$ cat src/rtl/mem_arbiter.sv
// Arbitrates one single-ported RAM between instruction fetch and load/store.
// One transaction outstanding at a time; data has priority, bounded by a fetch anti-starvation streak.
module mem_arbiter #(
    parameter int unsigned MAX_DATA_STREAK = 4
) (
    input  logic        clock,
    input  logic        reset,
    input  logic        if_req_i,
    input  logic [31:0] if_addr_i,
    output logic        if_gnt_o,
    output logic        if_rvalid_o,
    output logic [31:0] if_rdata_o,
    input  logic        d_req_i,
    input  logic [31:0] d_addr_i,
    input  logic        d_we_i,
    input  logic [1:0]  d_size_i,
    input  logic        d_unsigned_i,
    input  logic [31:0] d_wdata_i,
    output logic        d_gnt_o,
    output logic        d_rvalid_o,
    output logic [31:0] d_rdata_o,
    output logic        mem_req_o,
    output logic [31:0] mem_addr_o,
    output logic        mem_we_o,
    output logic [1:0]  mem_size_o,
    output logic        mem_unsigned_o,
    output logic [31:0] mem_wdata_o,
    input  logic        mem_gnt_i,
    input  logic        mem_rvalid_i,
    input  logic [31:0] mem_rdata_i,
    output logic        busy_o,
    output logic        spurious_rsp_o
);
    localparam int unsigned STREAK_W = 4;
    localparam logic [STREAK_W-1:0] STREAK_MAX = STREAK_W'(MAX_DATA_STREAK);
    localparam logic [1:0] SIZE_WORD = 2'b10;

    typedef enum logic [1:0] {
        IDLE      = 2'd0,
        REQ       = 2'd1,
        WAIT_RESP = 2'd2
    } state_e;

    state_e              state_q, state_d;
    logic                owner_fetch_q, owner_fetch_d;
    logic [STREAK_W-1:0] streak_q, streak_d;
    logic                spurious_q, spurious_d;

    logic fetch_wins;
    logic sel_fetch;
    logic issue;
    logic accept;

    // Winner is chosen live in IDLE and frozen in owner_fetch_q afterwards.
    assign fetch_wins = if_req_i && (!d_req_i || (streak_q == STREAK_MAX));
    assign sel_fetch  = (state_q == IDLE) ? fetch_wins : owner_fetch_q;
    assign issue      = !reset && (((state_q == IDLE) && (if_req_i || d_req_i)) || (state_q == REQ));
    assign accept     = issue && mem_gnt_i;

    always_ff @(posedge clock or posedge reset) begin
        if (reset) begin
            state_q       <= IDLE;
            owner_fetch_q <= 1'b1;
            streak_q      <= '0;
            spurious_q    <= 1'b0;
        end else begin
            state_q       <= state_d;
            owner_fetch_q <= owner_fetch_d;
            streak_q      <= streak_d;
            spurious_q    <= spurious_d;
        end
    end

    always_comb begin
        state_d       = state_q;
        owner_fetch_d = owner_fetch_q;
        streak_d      = streak_q;
        spurious_d    = spurious_q || (mem_rvalid_i && (state_q != WAIT_RESP));
        case (state_q)
            IDLE: begin
                if (issue) begin
                    owner_fetch_d = fetch_wins;
                    state_d       = mem_gnt_i ? WAIT_RESP : REQ;
                end
            end
            REQ: begin
                if (mem_gnt_i) state_d = WAIT_RESP;
            end
            WAIT_RESP: begin
                if (mem_rvalid_i) state_d = IDLE;
            end
            default: state_d = IDLE;
        endcase
        // Streak counts data grants that made a waiting fetch wait.
        if (accept) begin
            if (sel_fetch || !if_req_i) begin
                streak_d = '0;
            end else if (streak_q != STREAK_MAX) begin
                streak_d = streak_q + STREAK_W'(1);
            end
        end
    end

    always_comb begin
        mem_req_o      = issue;
        mem_addr_o     = '0;
        mem_we_o       = 1'b0;
        mem_size_o     = '0;
        mem_unsigned_o = 1'b0;
        mem_wdata_o    = '0;
        if_gnt_o       = accept && sel_fetch;
        d_gnt_o        = accept && !sel_fetch;
        if_rvalid_o    = 1'b0;
        d_rvalid_o     = 1'b0;
        if (issue) begin
            if (sel_fetch) begin
                mem_addr_o = if_addr_i;
                mem_size_o = SIZE_WORD;
            end else begin
                mem_addr_o     = d_addr_i;
                mem_we_o       = d_we_i;
                mem_size_o     = d_size_i;
                mem_unsigned_o = d_unsigned_i;
                mem_wdata_o    = d_wdata_i;
            end
        end
        if ((state_q == WAIT_RESP) && mem_rvalid_i) begin
            if_rvalid_o = owner_fetch_q;
            d_rvalid_o  = !owner_fetch_q;
        end
    end

    assign if_rdata_o     = mem_rdata_i;
    assign d_rdata_o      = mem_rdata_i;
    assign busy_o         = (state_q != IDLE);
    assign spurious_rsp_o = spurious_q;
endmodule

$ cat config.mk
export PLATFORM = sky130hd
export DESIGN_NAME = mem_arbiter
export DESIGN_NICKNAME = d
export VERILOG_FILES = /design/src/rtl/mem_arbiter.sv
export SDC_FILE = /design/constraint.sdc
export NUM_CORES = 1
export LEC_CHECK = 0
export CORE_AREA = 2 2 108 110
export CTS_CLUSTER_DIAMETER = 150
export DETAILED_ROUTE_END_ITERATION = 10
export DIE_AREA = 0 0 110 112
export PLACE_DENSITY = 0.7
export SKIP_LAST_GASP = 1
export SYNTH_ARGS = -nofsm -noshare
export SYNTH_HDL_FRONTEND = slang
export SYNTH_SLANG_ARGS = --single-unit
$ cat constraint.sdc
create_clock -name clock -period 1.8 [get_ports clock]
set_input_delay 0.27 -clock clock [delete_from_list [all_inputs] [get_ports clock]]
set_output_delay 0.27 -clock clock [all_outputs]
set_load 0.02 [all_outputs]
==> reports/metrics.yaml <==
ios: 277
fin_crit_ns: 2.14
tightest_slew_ns: 0.329
synth_fa_ha_area_share_pct: 1.37
syn-num-nets: 418
setup-tns-final_ns: -21.53
power.density_nw_per_um2: 1010
h-tree-depth: 1
fillCellCount: 1176
synth-xor-area-share_pct: 0
multi_input_comb_area_um2: 1560
hp-class: "in -> async"
place.port_buffers: 180
path_depth: 9
drive_above_1_share_pct: 52.8
violations: "setup timing"
syn_inst: 278
grt_pass1_vias: 2542
ys_ff_latch: 8
rr_endpoint: "streak_q[2]$_DFFE_PP0P_"
cts_sinks: 8
status: "complete, but fails checks"
num_antenna_cells: 0
setup.reg_to_reg.worst_slack_ns: -0.20
setup_violations: 75
peakVddDrop_mv: 0.625
fp.dieH_um: 112
ant_nets: 0
cpPeakStageDelay_ns: 0.38
hold_viol: 0
synth-compound-area-share_pct: 21.3
end_kind: "output port"
finalCritPeriodShare_pct: 119
crit_buf_inv: 4
synth_cell_types: 36
crit_fanout: 17
die-area_um2: 12300
layout.nets: 556
antenna_found_initial: 0
drt-total-wl_mm: 9.53
dr.pass1.iters: 4
drcViolationCount: 0
relSlewSlack_pct: 78.0
rsz0062_at_grt: "true"
dp_hpwl_mm: 6.17
cp_data_required_time_ns: 1.53
rows: 39
via_per_inst: 4.50
grt-ovfl-total: 0
cts_buffers: 3
synth_warnings: 0
clk_pin_slew_ns: 0.04
routed-via-count: 2512
area_delta_synth_final_pct: 126
initial_core_util_pct: 16.3
use_met2_pct: 25.4
postLayoutSetupSlackWorst_ns: -0.344
worstSetupPathType: "reg -> out"
ys_seq_area_share_pct: 11.0
grtUsageMet1_pct: 16.7
finClkSkew_ns: 0.00514
fmax_mhz: 466
synth_top_family_by_area: "buffers and inverters"
cts_root_buffer: "clkbuf_16"
tritoncts: "built"
met3_usage_pct: 2.34
die_w_um: 110
clk-insertion-delay-late_ns: 0.24
slew_violations: 0
placed_area_um2: 3860
crit_chain: "inv_2 > ha_1 > nand3b_1 > buf_4 > nand3_4 > buf_12 > nand3_1 > a21oi_4 > buf_4"
path_delay_family: "buffers and inverters"
cp.arrival_ns: 1.87
worst_path_most_repeated_cell: "buf_4"
reg2reg_depth: 11
yosys.area_share.simple_pct: 31.0
grt_start_max_net_pins: 34
register_area_um2: 204
busiest_layer: "met2"
synth.avg_cell_area_um2: 6.56
wl_per_cell_um: 17.1
synthMuxAreaShare_pct: 1.99
stdcell_area_um2: 4120
grt_usage_pct: 14.1
reg2reg_from: "streak_q[0]$_DFFE_PP0P_"
grt_pass1_wl_mm: 13.5
place.gp.congestion: 0.761
clockBufferDepth: 2
core_area_um2: 11200
start_kind: "flop"
cap_violations: 0
syn_area_um2: 1820
leakage_nw: 1.75
crit_slowest_cell: "dfrtp_1"
first_iter_violations: 103
[cell usage in the layout (no fill, tap or decap), types with 7 or more instances in the layout]
cell type / n
nand3_1: 28
o21ai_4: 7
and3_2: 9
a21oi_4: 14
buf_2: 28
and3_1: 7
buf_4: 62
a21oi_2: 17
o21ai_1: 9
buf_6: 12
buf_12: 7
o21ai_2: 9
clkdlybuf4s50_1: 105
and3_4: 21
o21ai_0: 8
[per-stage QoR]
step / utilization (%) / setup slack (ns) / hold WS [ns] / instances / power, mW
2_1_floorplan: - / -0.00783 / 0.0849 / 278 / 2.05
4_1_cts: 35.7 / -0.362 / 0.460 / 555 / 4.01
3_5_place_dp: 34.5 / -0.881 / 0.455 / 542 / 3.15
5_1_grt: 36.8 / -0.419 / 0.210 / 558 / 4.39
6_report: 36.8 / -0.344 / 0.158 / 558 / 4.16
3_3_place_gp: 34.5 / -0.844 / 0.447 / 542 / 3.09
[layer usage]
| metal | vias up | wire length (um) |
|---|---|---|
| met3 | 20 | 676 |
| met4 | 0 | 152 |
| met5 | - | 0 |
| li1 | 1192 | - |
| met1 | 1184 | 3840 |
| met2 | 116 | 4870 |
[registers in the layout (all words and copies together) (netlist names)]
signal          cells
spurious_rsp_o      1
state_q             2
streak_q            4
owner_fetch_q       1
[tightest hold or removal path, delay by kind of cell]
kind,cells,cell delay (ns)
buf+inv,3,0.53
[final cells by class]
cell class	count	share of cell area, %
clock buffers	4	1.91
flip-flops and latches	8	4.95
well taps	143	4.35
repair buffers	221	50.4
multi-input cells	175	37.8
inverters	7	0.638
[cells in the mapped netlist, drive strengths merged]
cell type,instances,area (um2)
dfstp,1,26.3
inv,7,26.3
mux2i,1,10.0
buf,69,508
nor3b,3,22.5
nand3,34,170
a22o,1,10.0
o21ai,33,165
and3,37,231
ha,2,25.0
nor4,1,6.26
clkbuf,19,72.6
o31ai,1,7.51
or4,1,11.3
nor2,6,30.0
nor3,3,15.0
a21o,1,7.51
dfrtp,7,175
nand2,4,15.0
mux2,2,26.3
nor2b,1,6.26
a22oi,1,7.51
o32ai,1,8.76
a21oi,33,165
or3,1,6.26
and2,1,7.51
and4bb,1,12.5
or2,1,6.26
and4b,1,10.0
a211o,2,17.5
or2b,1,7.51
nand3b,1,7.51
[report_power, final]
group          switching, mW  internal (mW)  leakage [nW]
Combinational           1.81           1.64          1.62
Sequential            0.0483          0.242        0.0954
Clock                  0.113          0.297        0.0382
[worst max-delay path by stage]
stage,end,start
floorplan,mem_addr_o[10],state_q[0]$_DFFE_PP0P_
global placement,mem_wdata_o[5],if_req_i
detailed placement,mem_wdata_o[5],if_req_i
CTS,mem_addr_o[19],streak_q[0]$_DFFE_PP0P_
global route,mem_addr_o[24],streak_q[0]$_DFFE_PP0P_
finish,mem_addr_o[13],streak_q[0]$_DFFE_PP0P_
[logic make-up after synthesis]
logic type | Yosys count
flops | 8
mux | 3
fa+ha+maj | 2
simple gates | 97
compound gates | 73
buf+inv | 95
[timing repair]
item | in CTS | in global routing
hold buffers | 0 | 0
pin swaps | 6 | 10
setup buffers | 5 | 3
gates cloned | 4 | 2
setup endpoints to repair | 78 | 78
resized for setup | 378 | 42
(Power assumes the default switching activity.)
